===== src/rtl/csi2_pkg.sv =====
// rtl/csi2_pkg.sv - CSI-2 data types, CRC constants and packet FSM state type
package csi2_pkg;

    localparam logic [5:0]  DT_FS    = 6'h00;
    localparam logic [5:0]  DT_FE    = 6'h01;
    localparam logic [5:0]  DT_RAW8  = 6'h2A;
    localparam logic [5:0]  DT_RAW10 = 6'h2B;

    localparam logic [15:0] CRC_INIT = 16'hFFFF;
    localparam logic [15:0] CRC_POLY = 16'h8408;

    typedef enum logic [1:0] {
        ST_IDLE,
        ST_HDR,
        ST_PAYLOAD,
        ST_CRC
    } csi2_state_e;

endpackage


===== src/rtl/csi2_ecc_gen.sv =====
// rtl/csi2_ecc_gen.sv - CSI-2 packet header ECC (6-bit Hamming over DI and WC)
module csi2_ecc_gen (
    input  logic [23:0] data,
    output logic [7:0]  ecc
);

    // Each mask selects the header bits that feed one parity bit.
    localparam logic [23:0] P0_MASK = 24'hF12CB7;
    localparam logic [23:0] P1_MASK = 24'hF2555B;
    localparam logic [23:0] P2_MASK = 24'h749A6D;
    localparam logic [23:0] P3_MASK = 24'hB8E38E;
    localparam logic [23:0] P4_MASK = 24'hDF03F0;
    localparam logic [23:0] P5_MASK = 24'hEFFC00;

    assign ecc = {2'b00,
                  ^(data & P5_MASK),
                  ^(data & P4_MASK),
                  ^(data & P3_MASK),
                  ^(data & P2_MASK),
                  ^(data & P1_MASK),
                  ^(data & P0_MASK)};

endmodule


===== src/rtl/pixel_to_byte.sv =====
// rtl/pixel_to_byte.sv - packs RAW8/RAW10 pixels into CSI-2 short and long packet byte streams
module pixel_to_byte
    import csi2_pkg::*;
(
    input  logic        clk,
    input  logic        reset,
    input  logic [1:0]  vc,
    input  logic [15:0] wc,
    input  logic        dt_raw10,
    input  logic        fs_req,
    input  logic        fe_req,
    input  logic        line_req,
    input  logic [9:0]  pix_in,
    input  logic        pix_valid,
    output logic        pix_ready,
    output logic [7:0]  byte_out,
    output logic        byte_valid,
    input  logic        byte_ready,
    output logic        sop,
    output logic        eop,
    output logic        busy,
    output logic        frame_active,
    output logic        req_err
);

    function automatic logic [15:0] crc16_byte(input logic [15:0] crc, input logic [7:0] data);
        logic [15:0] c;
        c = crc;
        for (int i = 0; i < 8; i++) begin
            if (c[0] ^ data[i]) c = (c >> 1) ^ CRC_POLY;
            else                c = c >> 1;
        end
        return c;
    endfunction

    csi2_state_e state_q, state_d;
    logic [2:0]  sub_cnt_q, sub_cnt_d;
    logic [15:0] pay_cnt_q, pay_cnt_d;
    logic [2:0]  grp_q, grp_d;
    logic [7:0]  lsb_q, lsb_d;
    logic [15:0] crc_q, crc_d;
    logic [1:0]  vc_q, vc_d;
    logic [15:0] wc_q, wc_d;
    logic        raw10_q, raw10_d;
    logic [5:0]  dt_q, dt_d;
    logic        long_q, long_d;
    logic [7:0]  byte_q, byte_d;
    logic        valid_q, valid_d;
    logic        sop_q, sop_d;
    logic        eop_q, eop_d;
    logic        frame_q, frame_d;
    logic        req_err_q, req_err_d;

    logic        load_ok, xfer, any_req;
    logic        line_bad, take_short, take_line;
    logic [5:0]  new_dt;
    logic        lsb_turn;
    logic [7:0]  pay_byte;
    logic [7:0]  ecc;
    logic        pix_ready_c;

    csi2_ecc_gen u_ecc (
        .data ({wc_q, vc_q, dt_q}),
        .ecc  (ecc)
    );

    // The output register refills whenever it is empty or being drained this cycle.
    assign load_ok    = !valid_q || byte_ready;
    assign xfer       = valid_q && byte_ready;
    assign any_req    = fs_req || fe_req || line_req;
    assign line_bad   = (wc == 16'd0) || (dt_raw10 && ((wc % 16'd5) != 16'd0));
    assign take_short = fs_req || (fe_req && !line_req);
    assign take_line  = !fs_req && line_req && !line_bad;
    assign new_dt     = fs_req   ? DT_FS :
                        line_req ? (dt_raw10 ? DT_RAW10 : DT_RAW8) : DT_FE;
    assign lsb_turn   = raw10_q && (grp_q == 3'd4);
    assign pay_byte   = lsb_turn ? lsb_q : (raw10_q ? pix_in[9:2] : pix_in[7:0]);

    always_comb begin
        state_d     = state_q;
        sub_cnt_d   = sub_cnt_q;
        pay_cnt_d   = pay_cnt_q;
        grp_d       = grp_q;
        lsb_d       = lsb_q;
        crc_d       = crc_q;
        vc_d        = vc_q;
        wc_d        = wc_q;
        raw10_d     = raw10_q;
        dt_d        = dt_q;
        long_d      = long_q;
        byte_d      = byte_q;
        valid_d     = valid_q && !byte_ready;
        sop_d       = sop_q;
        eop_d       = eop_q;
        frame_d     = frame_q;
        req_err_d   = 1'b0;
        pix_ready_c = 1'b0;

        if (state_q != ST_IDLE && any_req) req_err_d = 1'b1;

        case (state_q)
            ST_IDLE: begin
                if (take_short || take_line) begin
                    vc_d      = vc;
                    dt_d      = new_dt;
                    long_d    = take_line;
                    raw10_d   = take_line && dt_raw10;
                    wc_d      = take_line ? wc : 16'd0;
                    crc_d     = CRC_INIT;
                    byte_d    = {vc, new_dt};
                    valid_d   = 1'b1;
                    sop_d     = 1'b1;
                    eop_d     = 1'b0;
                    sub_cnt_d = 3'd1;
                    state_d   = ST_HDR;
                end else if (line_req && !fs_req) begin
                    req_err_d = 1'b1;
                end
            end

            ST_HDR: begin
                if (sub_cnt_q == 3'd4) begin
                    // Short packet: stay busy until the ECC byte has actually left.
                    if (xfer) begin
                        state_d = ST_IDLE;
                        if (dt_q == DT_FS)      frame_d = 1'b1;
                        else if (dt_q == DT_FE) frame_d = 1'b0;
                    end
                end else if (load_ok) begin
                    valid_d   = 1'b1;
                    sop_d     = 1'b0;
                    eop_d     = 1'b0;
                    sub_cnt_d = sub_cnt_q + 3'd1;
                    case (sub_cnt_q[1:0])
                        2'd1:    byte_d = wc_q[7:0];
                        2'd2:    byte_d = wc_q[15:8];
                        default: begin
                            byte_d = ecc;
                            eop_d  = !long_q;
                            if (long_q) begin
                                state_d   = ST_PAYLOAD;
                                pay_cnt_d = 16'd0;
                                grp_d     = 3'd0;
                            end
                        end
                    endcase
                end
            end

            ST_PAYLOAD: begin
                pix_ready_c = load_ok && !lsb_turn;
                if (load_ok && (lsb_turn || pix_valid)) begin
                    if (raw10_q && !lsb_turn) lsb_d[{grp_q[1:0], 1'b0} +: 2] = pix_in[1:0];
                    grp_d     = (raw10_q && !lsb_turn) ? grp_q + 3'd1 : 3'd0;
                    byte_d    = pay_byte;
                    valid_d   = 1'b1;
                    sop_d     = 1'b0;
                    eop_d     = 1'b0;
                    crc_d     = crc16_byte(crc_q, pay_byte);
                    pay_cnt_d = pay_cnt_q + 16'd1;
                    if (pay_cnt_q == wc_q - 16'd1) begin
                        state_d   = ST_CRC;
                        sub_cnt_d = 3'd0;
                    end
                end
            end

            ST_CRC: begin
                if (sub_cnt_q == 3'd2) begin
                    if (xfer) state_d = ST_IDLE;
                end else if (load_ok) begin
                    valid_d   = 1'b1;
                    sop_d     = 1'b0;
                    byte_d    = sub_cnt_q[0] ? crc_q[15:8] : crc_q[7:0];
                    eop_d     = sub_cnt_q[0];
                    sub_cnt_d = sub_cnt_q + 3'd1;
                end
            end

            default: state_d = ST_IDLE;
        endcase
    end

    always_ff @(posedge clk) begin
        if (reset) begin
            state_q   <= ST_IDLE;
            sub_cnt_q <= 3'd0;
            pay_cnt_q <= 16'd0;
            grp_q     <= 3'd0;
            lsb_q     <= 8'd0;
            crc_q     <= CRC_INIT;
            vc_q      <= 2'd0;
            wc_q      <= 16'd0;
            raw10_q   <= 1'b0;
            dt_q      <= 6'd0;
            long_q    <= 1'b0;
            byte_q    <= 8'd0;
            valid_q   <= 1'b0;
            sop_q     <= 1'b0;
            eop_q     <= 1'b0;
            frame_q   <= 1'b0;
            req_err_q <= 1'b0;
        end else begin
            state_q   <= state_d;
            sub_cnt_q <= sub_cnt_d;
            pay_cnt_q <= pay_cnt_d;
            grp_q     <= grp_d;
            lsb_q     <= lsb_d;
            crc_q     <= crc_d;
            vc_q      <= vc_d;
            wc_q      <= wc_d;
            raw10_q   <= raw10_d;
            dt_q      <= dt_d;
            long_q    <= long_d;
            byte_q    <= byte_d;
            valid_q   <= valid_d;
            sop_q     <= sop_d;
            eop_q     <= eop_d;
            frame_q   <= frame_d;
            req_err_q <= req_err_d;
        end
    end

    assign pix_ready    = pix_ready_c;
    assign byte_out     = byte_q;
    assign byte_valid   = valid_q;
    assign sop          = sop_q;
    assign eop          = eop_q;
    assign busy         = (state_q != ST_IDLE);
    assign frame_active = frame_q;
    assign req_err      = req_err_q;

endmodule


===== config.mk =====
export PLATFORM = sky130hd
export DESIGN_NAME = pixel_to_byte
export DESIGN_NICKNAME = d
export VERILOG_FILES = /design/src/rtl/csi2_pkg.sv /design/src/rtl/csi2_ecc_gen.sv /design/src/rtl/pixel_to_byte.sv
export SDC_FILE = /design/constraint.sdc
export NUM_CORES = 1
export LEC_CHECK = 0
export BUFFER_PORTS_ARGS = -buffer_cell sky130_fd_sc_hd__buf_4
export CORE_MARGIN = 4
export CORE_UTILIZATION = 50
export CTS_BUF_LIST = sky130_fd_sc_hd__clkbuf_8
export CTS_CLUSTER_SIZE = 30
export DETAILED_ROUTE_END_ITERATION = 6
export PLACE_DENSITY = 0.7
export SLEW_MARGIN = 20
export SYNTH_ARGS = -nofsm -noshare
export SYNTH_HDL_FRONTEND = slang
export SYNTH_SLANG_ARGS = --single-unit

===== constraint.sdc =====
create_clock -name clk -period 10.1 [get_ports clk]
set_input_delay 0 -clock clk [delete_from_list [all_inputs] [get_ports clk]]
set_output_delay 0 -clock clk [all_outputs]
set_load 0.02 [all_outputs]

# Word-level counts from Yosys, hierarchy flattened
# Cells that the tools add are included.
[classes]
magnitude_cmp = 0
div_mod_pow = 1
muxes = 97
bitwise_logic = 16
n_addsub = 5
reduce_logical = 50
n_eq_ne = 23
n_mul = 0
n_shift = 2
[op_table]
columns = ["operator", "count"]
rows = [
  ["16-bit 2-to-1 mux", 30],
  ["24-bit parity", 6],
  ["8-bit 2-to-1 mux", 9],
  ["16-bit case mux with 2 select lines", 2],
  ["3-bit 2-to-1 mux", 12],
  ["8-bit case mux with 4 select lines", 1],
  ["1-bit 2-to-1 mux", 24],
  ["2-bit inverter with 3-bit output", 8],
  ["2-bit inequality test, second input constant", 10],
  ["2-bit 2-to-1 mux", 9],
  ["16-bit by 1-bit adder with 16-bit output, second input constant", 1],
  ["16-bit equality test", 1],
  ["16-bit zero test", 1],
  ["16-bit by 3-bit remainder unit with 16-bit output, second input constant", 1],
  ["8-bit case mux with 2 select lines", 1],
  ["16-bit nonzero test", 1],
  ["16-bit by 1-bit subtractor with 16-bit output, second input constant", 1],
  ["1-bit logical AND", 12],
  ["6-bit 2-to-1 mux", 2],
  ["1-bit case mux with 4 select lines", 3],
  ["3-bit case mux with 4 select lines", 1],
  ["6-bit AND reduction", 2],
  ["3-bit inequality test, second input constant", 3],
  ["8-bit bitwise mux", 1],
  ["23 further kinds", 52],
]
[word_totals]
romBits = 0
memories = 0
latchBits = 0
in_bits = 36
ram_bits = 0
output_inout_bits = 15
reg_bits = 87

# Longest topological paths before layout
# Gate-level depths: netlist (run 1).
[depth]
word_depth = 35
depth_mapped = 32
depth_no_buf = 26

# Hierarchy
# Synthesis (run 1) repeated with hierarchy kept, for this count alone.
[unflattened]
hier_cells = 879
hier_area_um2 = 7000.5
[by_module_without_submodules]
columns = ["mod", "area_per_inst_um2", "instances", "cells_per_inst"]
rows = [
  ["pixel_to_byte", 6461.2, 1, 839],
  ["csi2_ecc_gen", 539.3, 1, 40],
]

# Worst setup path before layout (run 1)
# OpenSTA, ideal clock, no wires.
[synth_path]
kind = "input to register"
startpoint = "input wc[13]"
endpoint = "register dt_q[0]"
slack_ns = 4.200
path_stages = 29
arrival_ns = 5.776
t_required_ns = 9.977
cell_sequence = "buf_4 -> xor2_2 -> mux2i_1 -> a2111o_1 -> and2_1 -> buf_6 -> or4_4 -> and3_4 -> buf_6 -> nor4_2 -> a2111oi_0 -> a22o_1 -> o32ai_2 -> o21ai_0 -> a21oi_1 -> a31oi_1 -> ha_1 -> inv_1 -> nand2_1 -> o2111ai_1 -> nand4_1 -> xnor2_1 -> ha_1 -> nor2_1 -> a221o_1 -> a311o_2 -> nand2_4 -> buf_12 -> mux2_1"
[synth_between]
elab_chain_len = 8
word_cells_on_any_way = 9
classes_between = "div (1); reduce/logical (8)"
[synth_rtl]
columns = ["element", "line", "source"]
rows = [
  ["start, declared", "pixel_to_byte.sv:8", "input logic [15:0] wc,"],
  ["16-bit by 3-bit remainder unit with 16-bit output", "pixel_to_byte.sv:71", "assign line_bad = (wc == 16'd0) || (dt_raw10 && ((wc % 16'd5) != 16'd0));"],
  ["16-bit nonzero test", "pixel_to_byte.sv:71", ""],
  ["1-bit logical AND", "pixel_to_byte.sv:71", ""],
  ["1-bit logical OR *", "pixel_to_byte.sv:71", ""],
  ["1-bit zero test *", "pixel_to_byte.sv:73", "assign take_line = !fs_req && line_req && !line_bad;"],
  ["1-bit logical AND *", "pixel_to_byte.sv:73", ""],
  ["1-bit logical OR *", "pixel_to_byte.sv:103", "if (take_short || take_line) begin"],
  ["2-bit AND reduction (no line) *", "-", ""],
  ["end signal, assigned", "pixel_to_byte.sv:213", "dt_q <= dt_d;"],
  ["end, declared", "pixel_to_byte.sv:45", "logic [5:0] dt_q, dt_d;"],
]
# Mark *: on every way between the ends. The rest lies on a longest branch, timed or not.
# A chain may end at the register's enable or synchronous reset.

# Worst setup path after layout (run 1)
[layout_path]
startpoint = "input wc[10]"
endpoint = "register dt_q[0]"
# Same word-level chain as after synthesis.

==> results.md, run 1 <==
* First-pass GRT wire length at roughly 32 mm
* Grt total ovfl at 0
* Startpoint types: primary input
* XOR/XNOR Fraction of Synth Area at 0.132
* Static Leak at 2.88 nW
* Routed wire length at 19.5 mm
* Flop pwr share at 0.312
* Die ar. at 16700 um2
* Hold Vio Cnt, Final at 0
* Hold_buf cts at 19
* Maximum clock rate at around 0.14 GHz
* Starting DRT DRC Count at 794
* Synth Register Bits at 83
* Antenna-violating nets left at 0
* Clk root buf: clkbuf_8
* Via/cell ratio at 6.32
* CP max stage delay at 0.65 ns
* Crit path kind: in2reg
* Final setup margin at 2.90 ns
* Adder-Cell Fraction of Synth Area at 0.0409
* Cell taking the most area after synthesis: dfxtp_1
* Post-synth EDFFs at 0
* Chip height at 129 um
* Post-DP HPWL at 14.2 mm
* Endpoint class of the critical path: register
* Most frequent cell after synthesis: dfxtp_1
* Switching fraction of total power at 0.416
* Top-level I/O count at 51
* Worst-path maximum fanout at 38
* R2R setup slack at 6.12 ns
* Synth Instances at 937
* Net Sw Power at 544 uW
* Area grow syn2layout at 9.24%
* Primary FF master, synth: dfxtp_1
* Synth Area in Compound Gates at 0.278
* DRT Pass-1 Iters at 5
* Place WS at 3.24 ns
* Slew HR at 0.417
* Power per cell area at between 150 and 200 nW/um2
* CTS resizes at 0
* Netlist cell types at a little under 100
* Status: finished, final reports clean
* DR vias at 7188
* Internal at 765 uW
* VDD IR-drop max at roughly 0.000082 V
* Largest family of logic cells by synthesized area: compound AO/OA/AOI/OAI gates
* Clock latency on the worst-skew pair at approximately 0.37 ns
* Syn nets at 997
* TNS Setup at 0 ns
* Number of global-route vias before repair at 6492
* Sequential area share after synthesis at 0.226
* Most frequent cells after synthesis: dfxtp_1 (83), xnor2_1 (78), nor2_1 (75)
* Gp weighted congestion at 0.903
* Post-DR wirelength/cell at about 17 um
* Synth async-reset ratio at 0
* Final net count at about 1000
* Placed Cells at 1102
* Fin Clk Skew at 0.0101 ns
* Slowest-stage cell, CP: o32ai_2
* Layout cells sized above 1 at 0.105
* Initial antenna violation count at 0
* Synth Cell Area at roughly 7300 um2
* Std cell rows at 44
* Clock sinks at 83
* Layout Cells excl Fill at 1137
* Worst min-delay path category: in2reg
* Max H-tree Level at 3
* Deepest clock path buffer count at 2
* CP required at ~10 ns
* Worst-margin pin slew at 0.870 ns
* Clock network fraction of total power at 0.208
* Unrepaired setup endpoints after global routing: no
* Residual DRC at 0
* Antenna fix cells at 0
* Width of the chip at 129 um
* Core area at 14500 um2
* Critical Path Most Common Cell: a21oi_1
* Fin. max-slew vios at 0
* Synth top area share at 0.226
* # setup viols final at 0
* CTS tree: built
* Port Buf Inserts at 50
* GRT Total Usage at 0.232
* Util after Layout at 0.554
* # Max-Cap Violations at 0
* Mux contribution to synthesized area at 0.0297
* Setup Fix Bufs, Post-CTS at 0
* Post-Synth Simple-Gate Area at 0.225
* Synth area leaders: dfxtp_1 (23%), xnor2_1 (9.3%), a21oi_1 (4.3%), ha_1 (4.1%), nor2_1 (3.8%)
* Mean post-synth cell area at between 7 and 8 um2
* Worst EP arrival at 7.45 ns
* Largest net degree at the start of global routing at 56
* CTS Buf Count at 9
* CTS clock-pin slew for the worst setup and hold paths at about 0.08 ns
* Part of the cycle the worst path needs at 0.713
* Yosys warns at 0
* Power, Total at 1.31 mW
* Effective utilization at floorplan at 0.507
* Comb pwr share at 0.480
* Fin crit period at just over 7 ns
-- worst max-delay path, delay by kind of cell --
kind	cells	cell delay, ns
buffers and inverters	3	0.81
adders and majority gates	2	0.52
muxes	1	0.36
xor gates and xnor gates	2	0.32
AOI/OAI and AO/OA	12	3.44
and+or+nand+nor	7	1.97
-- layer usage --
metal,global-route usage,vias to the layer above,part of all wire
li1,-,3512,-
met1,0.320,3409,0.46
met2,0.373,224,0.47
met3,0.0293,43,0.052
met4,0.0791,0,0.023
met5,0,-,0
-- path summary, 6_finish.rpt --
| kind | start | endpoint | cells after the start |
|---|---|---|---|
| setup / recovery | wc[10] | dt_q[0] | 27 |
| hold / removal | wc[11] | wc_q[11] | 2 |
| setup reg to reg | wc_q[2] | sub_cnt_q[0] | 14 |
| hold reg to reg | lsb_q[3] | lsb_q[3] | 2 |
-- sequential cells by signal, summed over array words and instances (netlist names), 3 cells and up --
signal and count:
byte_out 8, crc_q 16, grp_q 3, lsb_q 8
pay_cnt_q 16, sub_cnt_q 3, wc_q 16
-- cell type report --
cell class | instances | area (um2)
clock buffer | 10 | 138
clock inverter | 6 | 88.8
inverter | 38 | 143
timing repair buffer | 70 | 573
multi-input combinational | 746 | 5180
sequential | 83 | 1660
fill | 1387 | 6460
tap | 184 | 230
-- kinds of logic after synthesis --
kind of cell	after synthesis
AOI/OAI and AO/OA	281
xor gates and xnor gates	109
adders and majority gates	24
buffers and inverters	108
DFF	83
muxes	21
and+or+nand+nor	311
-- through the flow --
step                      hold WS, ns  area, um2
final                          0.0392       8020
after global routing           0.0489       8020
after CTS                      0.0161       8020
after detailed placement        0.255       7600
after global placement          0.251       7600
after floorplan                 0.126       7340
-- power groups by stage --
stage,sequential (mW),clock (mW),combinational [mW]
2_1_floorplan,0.409,0,0.488
3_3_place_gp,0.415,0,0.608
3_5_place_dp,0.416,0,0.609
4_1_cts,0.408,0.279,0.620
5_1_grt,0.414,0.292,0.687
6_report,0.409,0.272,0.628
-- cell usage in the layout, fill, tap and decap left out, drive strengths merged, types with 8 or more instances in the layout --
master / n
a32oi: 16
buf: 51
a21oi: 63
inv: 35
and3: 18
a31oi: 31
nor4: 8
nor3b: 8
nand3: 34
clkbuf: 10
o211ai: 12
a211oi: 8
nand4: 19
mux2i: 15
a32o: 18
nand2: 70
nor3: 17
a22oi: 15
nand2b: 8
nor2b: 8
or3: 8
o21ai: 40
xor2: 30
nor2: 75
ha: 24
xnor2: 79
dlygate4sd3: 19
dfxtp: 83
(Power assumes the default switching activity.)
==> inputs of run 2 (changes only) <==
==> constraint.sdc (replaced) <==
create_clock -name clk -period 7.5 [get_ports clk]
set_input_delay 0 -clock clk [delete_from_list [all_inputs] [get_ports clk]]
set_output_delay 0 -clock clk [all_outputs]
set_load 0.02 [all_outputs]
==> run 2 against run 1 <==
  * Clock power up 47%
  * Clock skew up 0.0028 ns
  * Critical path depth unchanged
  * Combinational power up 35%
  * Largest cell class unchanged
==> results.md, run 2 (synthesis gave the netlist of run 1 again) <==
* Unrepaired setup endpoints after global routing: no
* Startpoint types: primary input
* Clock sinks at 83
* # setup viols final at 0
* Max H-tree Level at 3
* Residual DRC at 0
* Final Cell Area at 8040 um2
* Util after Layout at 0.555
* DR WL met3 at 1.02 mm
* Regs by FF count: crc_q x16, pay_cnt_q x16, wc_q x16
* Part of the cycle the worst path needs at 0.939
* Deepest clock path buffer count at 2
* Layout Cells excl Fill at roughly 1100
* Worst-margin pin slew at 0.869 ns
* Most frequent cells in the layout: dfxtp_1 (83), xnor2_1 (78), nor2_1 (75)
* Cell Area, Placed at 7600 um2
* GRT Total Usage at 0.228
* TNS Setup at 0 ns
* Layout cells sized above 1 at 0.106
* Power per cell area at 224 nW/um2
* Die ar. at 16700 um2
* Fin Clk Skew at ~0.013 ns
* Slew HR at 0.418
* Gp weighted congestion at 0.904
* Worst EP arrival at roughly 7.3 ns
* CTS Buf Count at 9
* Routed wire length at 19.4 mm
* Maximum clock rate at 0.142 GHz
* Antenna fix cells at 0
* Core area at roughly 14000 um2
* VDD IR-drop max at 0.000117 V
* Critical R2R Launch: wc_q[2]
* Hold Vio Cnt, Final at 0
* Number of global-route vias before repair at 6511
* Hold Path Depth at 2
* Power, Total at 1.80 mW
* Post-DP HPWL at between 10 and 15 mm
* Via/cell ratio at roughly 6.3
* CTS clock-pin slew for the worst setup and hold paths at 0.09 ns
* Status: finished, final reports clean
* Placed Cells at 1102
* Place WS at 0.631 ns
* Initial antenna violation count at 0
* Static Leak at 2.89 nW
* Fin. max-slew vios at 0
* Hold path startpoint: wc[13]
* Width of the chip at 129 um
* Met2 Routed Length at 9.09 mm
* Final setup margin at between 0.4 and 0.5 ns
* Commonest non-fill, non-tap cell in the layout: dfxtp_1
* Clk root buf: clkbuf_8
* Effective utilization at floorplan at 0.507
* DRT Pass-1 Iters at 6
* Final hold slack at 0.0280 ns
* Crit path kind: in2reg
* First-pass GRT wire length at 31.9 mm
* Chip height at roughly 130 um
* Setup Fix Bufs, Post-CTS at 0
* Worst min-delay path category: in2reg
* Largest net degree at the start of global routing at 56
* Post-DR wirelength/cell at 17.1 um
* Fin crit period at 7.04 ns
* Std cell rows at 44
* Starting DRT DRC Count at 849
* Wire length on met1 at ~9 mm
* R2R cell count at 14
* CP required at 7.75 ns
* Top Layer Used: met4
* Antenna-violating nets left at 0
* Top-level I/O count at a little over 50
* Clock latency on the worst-skew pair at 0.36 ns
* DR vias at 7166
* Worst-path maximum fanout at 38
* Final net count at between 1000 and 1500
* Port Buf Inserts at 50
* Endpoint class of the critical path: register
* Grt total ovfl at 0
* # Max-Cap Violations at 0
* CTS tree: built
* CP Launch Point: wc[10]
* Area grow syn2layout at 9.53%
run 2: cell count changes in the layout (fill, tap and decap cells not counted), sizes merged:
cell and delta:
inv +1, dlygate4sd3 -2, bufinv +1, clkinvlp -1, clkinv -1
run 2: what timing repair did:
item | CTS | global route
gates resized for setup | 0 | 2
endpoints found under the setup margin | 0 | 14
hold buffers | 17 | 0
hold endpoints to repair | 22 | 0
run 2: power breakdown:
part	switching [mW]	internal [mW]	total [mW]
Sequential	0.0634	0.488	0.551
Combinational	0.501	0.347	0.848
Clock	0.168	0.231	0.399
run 2: final timing paths:
check                                     to  slack [ns]
worst max-delay path                 dt_q[0]        0.46
worst min-delay path                wc_q[13]        0.03
worst max register to register  sub_cnt_q[0]        3.56
worst min register to register      lsb_q[0]        0.46
run 2: critical path, cell delays in order:
cell,delay (ns)
dlygate4sd3_1,0.54
buf_4,0.18
or4b_1,0.52
a21oi_1,0.23
or3_1,0.21
a21oi_1,0.08
o211ai_1,0.42
and3_1,0.52
a31oi_2,0.20
nor3_1,0.17
o41ai_1,0.12
a31oi_1,0.66
o21ai_0,0.25
a21oi_1,0.19
a31oi_1,0.08
ha_1,0.26
inv_1,0.09
nand2_1,0.09
o2111ai_1,0.21
nand4_1,0.25
xnor2_1,0.20
ha_1,0.27
nor2_1,0.04
a221o_1,0.38
a311o_2,0.40
nand2_4,0.36
mux2_1,0.36
run 2: area by class of cell:
cell class	instances	area, um2
Clock buffer	10	138
Sequential cell	83	1660
Fill cell	1406	6440
Inverter	38	143
Timing Repair Buffer	68	553
Tap cell	184	230
Multi-Input combinational cell	746	5200
Clock inverter	6	111
run 2: routing by layer:
layer,global-route usage,vias up
met2,0.373,257
met5,0,-
met4,0.0809,0
met1,0.313,3363
met3,0.0251,40
li1,-,3506
==> inputs of run 3 (changes only) <==
--- a/config.mk
+++ b/config.mk
@@ -6,12 +6,14 @@
 export NUM_CORES = 1
 export LEC_CHECK = 0
 export BUFFER_PORTS_ARGS = -buffer_cell sky130_fd_sc_hd__buf_4
+export CELL_PAD_IN_SITES_DETAIL_PLACEMENT = 1
+export CELL_PAD_IN_SITES_GLOBAL_PLACEMENT = 1
 export CORE_MARGIN = 4
-export CORE_UTILIZATION = 50
+export CORE_UTILIZATION = 48
 export CTS_BUF_LIST = sky130_fd_sc_hd__clkbuf_8
 export CTS_CLUSTER_SIZE = 30
 export DETAILED_ROUTE_END_ITERATION = 6
-export PLACE_DENSITY = 0.7
+export PLACE_DENSITY = 0.86
 export SLEW_MARGIN = 20
 export SYNTH_ARGS = -nofsm -noshare
 export SYNTH_HDL_FRONTEND = slang
==> constraint.sdc (replaced) <==
create_clock -name clk -period 7.5 [get_ports clk]
set_input_delay 1.5 -clock clk [delete_from_list [all_inputs] [get_ports clk]]
set_output_delay 1.5 -clock clk [all_outputs]
set_load 0.02 [all_outputs]
==> run 3 against run 2 <==
  * Clock power shrank 5.0%
  * Utilization grew 0.64 points
  * Register-to-register slack lost 0.31 ns
  * First-iteration DRC count shrank 37%
  * Count of clock-buffer cells in the layout grew 1
  * Critical path type unchanged
  * Power grew 5.6%
  * Wire length grew 25%
  * Highest routed layer unchanged
==> results.md, run 3 (synthesis gave the netlist of run 1 again) <==
* # setup viols final at 0
* Core area at 14800 um2
* GRT Total Usage at 0.266
* Fin crit period at 7.24 ns
* Clock network fraction of total power at 0.200
* Fin. max-slew vios at 0
* R2R setup slack at 3.25 ns
* Chip height at 132 um
* Antenna fix cells at 0
* Std cell rows at 44
* Util after Layout at 0.561
* CP Launch Point: wc[15]
* Fin Clk Skew at ~0.014 ns
* Most frequent cells in the layout: buf_4 (87), dfxtp_1 (83), xnor2_1 (78)
* Endpoint class of the critical path: register
* Layout cells sized above 1 at 0.161
* Gp weighted congestion at 0.939
* Clock latency on the worst-skew pair at 0.39 ns
* # Max-Cap Violations at 0
* Power per cell area at 229 nW/um2
* Hold Path Depth at 2
* Initial antenna violation count at 0
* Regs by FF count: crc_q x16, pay_cnt_q x16, wc_q x16
* Residual DRC at 0
* Flop pwr share at 0.288
* Comb pwr share at 0.512
* Switching fraction of total power at 0.427
* Effective utilization at floorplan at 0.497
* Port Buf Inserts at 50
* Max H-tree Level at 3
* Die ar. at 17300 um2
* DRT Pass-1 Iters at 5
* First-pass GRT wire length at 38.5 mm
* Hold Vio Cnt, Final at 0
* Number of global-route vias before repair at 7399
* Final net count at approximately 1000
* VDD IR-drop max at 0.000185 V
* Clk root buf: clkbuf_8
* Largest net degree at the start of global routing at 56
* Final hold slack at between 0.4 and 0.5 ns
* Hold path startpoint: lsb_q[3]
* Antenna-violating nets left at 0
* Slew HR at 0.437
* Width of the chip at ~130 um
* Static Leak at between 3 and 4 nW
* DR vias at between 7000 and 8000
* Post-DP HPWL at 17.3 mm
* Startpoint types: primary input
* CTS clock-pin slew for the worst setup and hold paths at 0.08 ns
* Worst min-delay path category: reg2reg
* Internal at about 1.1 mW
* Crit path kind: in2reg
* Starting DRT DRC Count at 537
* Grt total ovfl at 0
* Commonest non-fill, non-tap cell in the layout: buf_4
* Routed wire length at 24.3 mm
* CTS Buf Count at 9
* Deepest clock path buffer count at 2
* Top-level I/O count at 51
* Worst EP arrival at 7.56 ns
* Maximum clock rate at 0.138 GHz
* CTS tree: built
* Clock sinks at 83
* Status: finished, final reports clean
* Worst-margin pin slew at around 0.84 ns
* Worst-path maximum fanout at 18
* CP required at 7.82 ns
* Via/cell ratio at around 6.6
* Post-DR wirelength/cell at 21.0 um
* R2R cell count at 14
* Power, Total at 1.90 mW
* Critical R2R Launch: wc_q[2]
* Hold_buf cts at 0
* Area grow syn2layout at 12.9%
* Net Sw Power at 811 uW
* Part of the cycle the worst path needs at 0.965
==> run 3: critical path, cell delays in order <==
cell and delay (ns):
buf_4 0.23, xor2_4 0.20, mux2i_1 0.11, a2111o_1 0.49
and2_2 0.27, or4_4 0.54, and3_4 0.25, a31oi_4 0.22
nor3_1 0.10, o41ai_2 0.47, a31oi_1 0.15, o21ai_1 0.21
a21oi_1 0.11, a31oi_1 0.22, ha_2 0.25, inv_1 0.07
nand2_1 0.10, o2111ai_1 0.12, nand4_1 0.16, xnor2_1 0.14
ha_1 0.17, o211ai_1 0.08, a21oi_1 0.15, o211ai_1 0.19
a311o_2 0.51, nand2_4 0.13, buf_6 0.19, a32o_1 0.20
==> run 3: worst paths after layout <==
check            endpoint
max               wc_q[4]
max reg2reg  sub_cnt_q[0]
min reg2reg      lsb_q[3]
min              lsb_q[3]
==> run 3: through the flow <==
step	std cells	area [um2]	setup WS, ns	TNS (ns)
global placement	1129	7830	0.0271	0
detailed placement	1129	7830	-0.175	-4.40
global route	1157	8280	-0.164	-5.58
CTS	1145	8050	0.184	0
finish	1157	8280	0.261	0
floorplan	937	7340	0.100	0
==> run 3: layout make-up <==
type / count / area, um2
Sequential cell: 83 / 1660
Fill cell: 1848 / 6470
Timing Repair Buffer: 90 / 704
Clock inverter: 5 / 75.1
Inverter: 38 / 143
Tap cell: 184 / 230
Multi-Input combinational cell: 746 / 5320
Clock buffer: 11 / 151
==> run 3: repair_timing <==
action                                  4_1_cts  5_1_grt
resized for setup                             0       26
setup buffers                                 0       12
endpoints found under the setup margin        0       53
==> run 3: routing by layer <==
metal | track usage | vias to the layer above | wire, um | part of all wire
li1 | - | 3556 | - | -
met4 | 0.0980 | 0 | 732 | 0.030
met5 | 0 | - | 0 | 0
met2 | 0.451 | 208 | 11800 | 0.49
met1 | 0.347 | 3777 | 10700 | 0.44
met3 | 0.0336 | 51 | 1000 | 0.041
==> run 3: power groups by stage <==
stage / Combinational, mW / Clock (mW) / Sequential [mW]
after floorplan: 0.658 / 0 / 0.551
after global placement: 0.889 / 0 / 0.554
after detailed placement: 0.910 / 0 / 0.555
after CTS: 0.923 / 0.384 / 0.545
after global routing: 1.05 / 0.405 / 0.554
final: 0.973 / 0.379 / 0.547
